--- src/rtl/bram2fifo_pkg.sv ---
// Shared JRT constants: drain FSM state encodings and default drain geometry.
package bram2fifo_pkg;

  typedef enum logic [2:0] {
    StIdle    = 3'd0,
    StIssue   = 3'd1,
    StCapture = 3'd2,
    StPush    = 3'd3,
    StDone    = 3'd4
  } drain_state_e;

  localparam int unsigned NWordsDefault   = 6;
  localparam logic [31:0] BaseAddrDefault = 32'h0;
  localparam int unsigned WordCntW        = 16;

endpackage

--- src/rtl/bram2fifo.sv ---
// Drains NWORDS result words from the JRT BRAM into a FIFO once the
// average module drops its busy flag.
module bram2fifo
  import bram2fifo_pkg::*;
#(
  parameter int unsigned NWORDS    = NWordsDefault,
  parameter logic [31:0] BASE_ADDR = BaseAddrDefault
) (
  input  logic        clk,
  input  logic        reset,
  input  logic        o_average_busy,
  output logic        ce,
  output logic        r_w_1,
  output logic [31:0] o_average_addr_1,
  input  logic [31:0] dataout_1,
  output logic [31:0] din,
  output logic        we,
  input  logic        full,
  output logic        drain_busy,
  output logic        drain_done
);

  localparam logic [WordCntW-1:0] LastWord = 16'(NWORDS - 1);

  drain_state_e        state_q, state_d;
  logic                busy_q;
  logic [31:0]         addr_q, addr_d;
  logic [WordCntW-1:0] cnt_q, cnt_d;
  logic [31:0]         hold_q, hold_d;
  logic [31:0]         din_q, din_d;
  logic                trigger;

  assign trigger = busy_q & ~o_average_busy;

  always_ff @(posedge clk or negedge reset) begin
    if (!reset) begin
      state_q <= StIdle;
      busy_q  <= 1'b0;
      addr_q  <= '0;
      cnt_q   <= '0;
      hold_q  <= '0;
      din_q   <= '0;
    end else begin
      state_q <= state_d;
      busy_q  <= o_average_busy;
      addr_q  <= addr_d;
      cnt_q   <= cnt_d;
      hold_q  <= hold_d;
      din_q   <= din_d;
    end
  end

  always_comb begin
    state_d    = state_q;
    addr_d     = addr_q;
    cnt_d      = cnt_q;
    hold_d     = hold_q;
    din_d      = din_q;
    ce         = 1'b0;
    we         = 1'b0;
    drain_done = 1'b0;
    unique case (state_q)
      StIdle: begin
        if (trigger) begin
          addr_d  = BASE_ADDR;
          cnt_d   = '0;
          state_d = StIssue;
        end
      end
      StIssue: begin
        ce      = 1'b1;
        state_d = StCapture;
      end
      StCapture: begin
        hold_d  = dataout_1;
        state_d = StPush;
      end
      StPush: begin
        // Back-pressure simply parks here; nothing advances until full drops.
        if (!full) begin
          we      = 1'b1;
          din_d   = hold_q;
          addr_d  = addr_q + 32'd1;
          cnt_d   = cnt_q + 16'd1;
          state_d = (cnt_q == LastWord) ? StDone : StIssue;
        end
      end
      StDone: begin
        drain_done = 1'b1;
        state_d    = StIdle;
      end
      default: state_d = StIdle;
    endcase
  end

  assign r_w_1            = 1'b0;
  assign o_average_addr_1 = addr_q;
  // din shows the word being written, otherwise the last word written.
  assign din              = we ? hold_q : din_q;
  assign drain_busy       = (state_q != StIdle);

endmodule

--- config.mk ---
export PLATFORM = sky130hd
export DESIGN_NAME = bram2fifo
export DESIGN_NICKNAME = d
export VERILOG_FILES = /design/src/rtl/bram2fifo_pkg.sv /design/src/rtl/bram2fifo.sv
export SDC_FILE = /design/constraint.sdc
export NUM_CORES = 1
export LEC_CHECK = 0
export BUFFER_PORTS_ARGS = -buffer_cell sky130_fd_sc_hd__buf_2
export CAP_MARGIN = 20
export CORE_ASPECT_RATIO = 0.7
export CORE_MARGIN = 1.5
export CORE_UTILIZATION = 35
export CTS_BUF_LIST = sky130_fd_sc_hd__clkbuf_16
export DETAILED_ROUTE_END_ITERATION = 8
export SLEW_MARGIN = 20
export SYNTH_ARGS = -nofsm -noshare
export SYNTH_HDL_FRONTEND = slang
export SYNTH_SLANG_ARGS = --single-unit
--- constraint.sdc ---
create_clock -name clk -period 5.6 [get_ports clk]
set_input_delay 0 -clock clk [delete_from_list [all_inputs] [get_ports clk]]
set_output_delay 0 -clock clk [all_outputs]
set_load 0.005 [all_outputs]
Yosys cells after proc, flatten, opt, wreduce, memory -nomap -nowiden --
Cells that the tools add are included.
Word-level totals: flip-flop bits (word level) 116, input bits 36, output and inout port bits 69
Cells by class: add/subtract/negate cells 2, equality and inequality tests 7, muxes and demuxes 15, bitwise gates (word level) 3, reduce and logical (&&, ||, !) cells 6
Operators by type and width (count):
- 32-bit 2-to-1 mux | 3
- 32-bit case mux with 2 select lines | 1
- 32-bit by 1-bit adder with 32-bit output, second input constant | 1
- 16-bit 2-to-1 mux | 2
- 16-bit case mux with 2 select lines | 1
- 16-bit by 1-bit adder with 16-bit output, second input constant | 1
- 16-bit by 3-bit equality test with 1-bit output, second input constant | 1
- 3-bit case mux with 4 select lines | 1
- 3-bit 2-to-1 mux | 3
- 3-bit by 2-bit equality test with 1-bit output, second input constant | 2
- 1-bit 2-to-1 mux | 4
- 2-bit != test, second input constant | 2
- 2-bit AND reduction | 2
- 3-bit by 1-bit equality test with 1-bit output, second input constant | 1
- 3-bit equality test, second input constant | 1
- 3-bit logical NOT | 1
- 3-bit AND reduction | 1
- 3-bit nonzero test | 1
- 1-bit NOT | 2
- 2-bit nonzero test | 1
- 1-bit AND | 1

Depth between registers and ports, before layout --
word-level depth 4, gate-level depth with buffers 7, mapped depth without buffers 6

Worst setup path before layout --
OpenSTA, ideal clock, no wires.
path type register to register, start point reg state_q[0], end point reg addr_q[23] (netlist: o_average_addr_1[23]), library setup time 0.078 ns, arrival 2.316 ns, data required time 5.522 ns, path slack 3.207 ns, stages on the path, launching flop included 8, path buffers 2, clock period less this slack 2.393 ns, cells stage by stage dfrtp_1 or4b_4 a21o_1 buf_6 or3_1 clkbuf_1 or4_1 a21oi_1
Between the ends: cells in the longest elaborated chain, start to end 3, elaborated cells on any way between the ends 7, those cells by class eq/ne (3); mux (1); reduce/logical (3)
Ends and longest elaborated chain:
- start, declared | RTL line bram2fifo.sv:25 | drain_state_e state_q, state_d;
- start signal, assigned | RTL line bram2fifo.sv:37 | state_q <= StIdle;
- start signal, assigned | RTL line bram2fifo.sv:44 | state_q <= state_d;
- 3-bit by 2-bit equality test with 1-bit output or 3-bit logical NOT (tied branches) | RTL line bram2fifo.sv:62 | unique case (state_q)
- 2-bit != test (no line) or 2-bit nonzero test (tied branches)
- 3-bit AND reduction (no line)
- end signal, assigned | RTL line bram2fifo.sv:46 | addr_q <= addr_d;
- end, declared | RTL line bram2fifo.sv:27 | logic [31:0] addr_q, addr_d;
Several ways; a longest one is shown, not always the timed one. A chain may end at the register's enable or synchronous reset.

Final worst setup path --
start point reg state_q[2], end point out din[6]
Between the ends: cells in the longest elaborated chain, start to end 3
Ends and longest elaborated chain:
- 3-bit by 2-bit equality test with 1-bit output | RTL line bram2fifo.sv:62
- 1-bit 2-to-1 mux | RTL line bram2fifo.sv:62
- 32-bit 2-to-1 mux | RTL line bram2fifo.sv:99 | assign din = we ? hold_q : din_q;
- end, declared | RTL line bram2fifo.sv:16 | output logic [31:0] din,
Every way passes these cells.

==> run summary <==
RUN STATUS
--------------------------------------------------------------------------------------
Run status                                                                   completed

GLOBAL ROUTING
--------------------------------------------------------------------------------------
First-pass GRT wire length                                                   18,940 um
Total global-route track usage                                                  0.1616
Pin count of the biggest net entering global routing                                87
Antenna violations before repair                                                     0
Vias in the first global route                                                   3,760
Grt ovf                                                                              0

CLOCK NETWORK
--------------------------------------------------------------------------------------
Clock-pin transition on the worst setup and hold timing paths                  0.05 ns
Inserted Clock Buffers                                                              17
Post-cts gate resize count                                                           0
Skew-Pair Late Insertion Delay                                                 0.41 ns
CTS H-tree lvls                                                                      4
Deepest clock path buffer count                                                      2
Clock tree from TritonCTS                                                          yes
Clk Tree Root Cell                                                           clkbuf_16
Clock sink count                                                                   116

STA
--------------------------------------------------------------------------------------
Worst slew margin                                                               0.4024
Final hold violation count                                                           0
Clk_skew                                                                   0.009752 ns
Maximum clock frequency                                                      356.4 MHz
Worst slew pin tran                                                          0.8950 ns
Count of final max-slew check failures                                               0
Final Critical Period                                                         2.806 ns
Number of setup violations in the final report                                       0
Setup repair after global routing missed its margin                                 no
Setup TNS after final layout                                                      0 ns
Share of the clock period used by the worst path after layout                   0.5011

FLOORPLAN
--------------------------------------------------------------------------------------
X dimension of the die                                                        146.1 um
Site Rows                                                                           36
Total Die Area                                                              15,070 um2
Area of the core region                                                     13,960 um2
Die Ht                                                                        103.2 um
Effective utilization at floorplan                                              0.3592
I/O pins                                                                           105

DETAILED ROUTING
--------------------------------------------------------------------------------------
DRC violation count after routing                                                    0
DRT Pass-1 Iters                                                                     4
Post-detailed-route via-to-cell ratio                                            4.953
Violation count after the first detailed-routing iteration                         180
Number of vias after detailed routing                                            3,759
Routed WL                                                                    11,400 um
Antenna-violating nets left                                                          0
Routed length per placed instance                                             15.03 um

FINISH
--------------------------------------------------------------------------------------
N_diodes                                                                             0
Final instance count without filler cells                                          759
Layout cells sized above 1                                                      0.3656
Area overhead of the layout relative to synthesis                               34.25%
Most common library cell in the layout ignoring fill and taps                  dfrtp_1
Filler cell count in the final layout                                            1,277
Commonest cells after routing, fill and taps aside                        dfrtp_1 (116), buf_2 (102), mux2_2 (64), nor2_1 (40), dlygate4sd3_1 (35)
Count of nets after finishing                                                      595

JOB
--------------------------------------------------------------------------------------
# Max-Cap Violations                                                                 0

LOGIC SYNTHESIS
--------------------------------------------------------------------------------------
Synthesized-area fraction occupied by xor and xnor cells                       0.06286
Fraction of synthesized area in multiplexers                                    0.1437
Largest family of logic cells by synthesized area                         simple AND/OR/NAND/NOR gates
Share of the synthesized area in compound gates (AO/OA/AOI/OAI)                0.03118
Number of distinct standard cells referenced by the synthesized netlist             39
Post-Syn Area                                                                 5016 um2
Number of synthesized flops with an enable pin                                       0
Yosys Warn Count                                                                     0
Share of synthesized registers carrying an async set or reset                    1.000
Primary flip-flop cell chosen by synthesis mapping                             dfrtp_1
Synthesized netlist net count                                                      454
Gate count after technology mapping                                                415
Portion of the post-synthesis area used by sequential elements                  0.5787
Simple-Gate Fraction of Synth Area                                              0.1552
Adder and majority cell fraction of the synthesized area                      0.007483
Avg Cell Area, Syn                                                           12.09 um2
Number of storage elements in the synthesis netlist                                116

PLACEMENT
--------------------------------------------------------------------------------------
Count of port buffers added during placement                                       103
Detailed placer's ending HPWL                                                  7614 um
Routability congestion estimate from global placement                           0.8158
Placed insts                                                                       692

SETUP PATH
--------------------------------------------------------------------------------------
Slack of the worst reg-to-reg path                                             2.91 ns
Arrival time of data at the critical path endpoint                             2.81 ns
Critical Path RT                                                               5.60 ns
Timing startpoint of the critical path                                      state_q[2]
Worst Reg2Reg Path Length in Cells                                                   5
CP Class                                                                  flop to output port
CP endpoint kind                                                           output port
Maximum fanout count along the critical path                                        26
Launching point of the worst reg2reg path                                   state_q[0]
Worst setup endpoint                                                            din[6]
FF-to-FF End                                                              o_average_addr_1[23]
Sort of element at the start of the critical path                                 flop

HOLD PATH
--------------------------------------------------------------------------------------
Type of the worst min-delay path                                          input port to asynchronous set/reset pin

POWER
--------------------------------------------------------------------------------------
Lkg Pwr                                                                       3.034 nW
Peak VDD IR                                                                  0.2553 mV
Pwr Density                                                               498.6 nW/um2

[report_power, final]
part           total (mW)  switching, mW  leakage (nW)  internal [mW]
sequential           1.28          0.150          1.45           1.13
clock                1.16          0.379         0.300          0.784
combinational       0.919          0.419          1.28          0.501
[synth_stat cells (all sizes together), types with 2 or more instances]
| cell | number | area (um2) |
|---|---|---|
| and3 | 6 | 37.54 |
| xor2 | 20 | 175.2 |
| ha | 3 | 37.54 |
| nor3b | 3 | 22.52 |
| nand3b | 2 | 15.01 |
| a2111oi | 2 | 23.77 |
| and4 | 4 | 35.03 |
| inv | 3 | 11.26 |
| clkbuf | 18 | 67.56 |
| nor2 | 40 | 150.1 |
| or4 | 2 | 15.01 |
| dfrtp | 116 | 2903 |
| buf | 3 | 22.52 |
| or4b | 2 | 23.77 |
| xnor2 | 16 | 140.1 |
| nand2 | 18 | 67.56 |
| nand3 | 14 | 70.07 |
| nor4 | 13 | 81.33 |
| mux2 | 64 | 720.7 |
| nor3 | 5 | 25.02 |
| a21oi | 12 | 60.06 |
| nand4 | 22 | 137.6 |
| o21ai | 7 | 35.03 |
| or3 | 8 | 50.05 |
| nor2b | 2 | 12.51 |
[layout make-up]
class / count / area (um2) / share of cell area
Multi-Input combinational cell: 275 / 2036 / 0.3023
Timing Repair Buffer: 143 / 909.6 / 0.1351
Tap cell: 190 / 237.7 / 0.03530
Clock buffer: 17 / 425.4 / 0.06317
Sequential cell: 116 / 2903 / 0.4311
Clock inverter: 15 / 211.5 / 0.03140
Inverter: 3 / 11.26 / 0.001672
[state kept, by name, indices dropped and copies added, names as in the netlist]
register          count
o_average_addr_1     32
cnt_q                16
state_q               3
busy_q                1
din_q                32
hold_q               32
[worst min-delay path by stage]
stage	end	slack (ns)	cells past startpoint
floorplan	busy_q	-0.30	0
global placement	din_q[25]	-0.05	1
detailed placement	din_q[25]	-0.04	1
CTS	din_q[25]	0.06	2
global route	hold_q[26]	0.1	2
finish	din_q[25]	0.08	2
[worst max-delay path: stages (launching register included)]
cell	delay (ns)
dfrtp_1	0.51
nor4bb_4	0.86
buf_4	0.48
mux2_2	0.40
buf_2	0.13
[logic make-up after synthesis]
kind of cell    after synthesis
buf+inv                      24
mux                          64
fa+ha+maj                     3
xor+xnor                     36
compound gates               26
simple gates                145
flops                       116
other cells                   1
[layer usage]
metal	wire length [um]	vias to the layer above	track usage
li1	-	1765	-
met1	5275	1884	0.2102
met2	5443	98	0.2604
met3	547	12	0.04513
met4	138	0	0.06216
met5	0	-	0
[stage by stage]
| step | area (um2) | setup WS, ns | hold WS [ns] | total power [mW] | utilization |
|---|---|---|---|---|---|
| after global routing | 6734 | 2.609 | 0.09954 | 3.576 | 0.4823 |
| after global placement | 5742 | 3.026 | -0.05209 | 2.148 | 0.4112 |
| after floorplan | 5016 | 3.207 | -0.2956 | 1.826 | - |
| after CTS | 6729 | 2.768 | 0.06230 | 3.403 | 0.4819 |
| final | 6734 | 2.794 | 0.07529 | 3.358 | 0.4823 |
| after detailed placement | 5742 | 2.906 | -0.04119 | 2.206 | 0.4112 |
[timing repair]
action / CTS / global route
hold buffers: 35 / 0
setup buffers: 0 / 0
hold endpoints to repair: 66 / 0
Note: power is estimated with default switching activity, not from simulation.
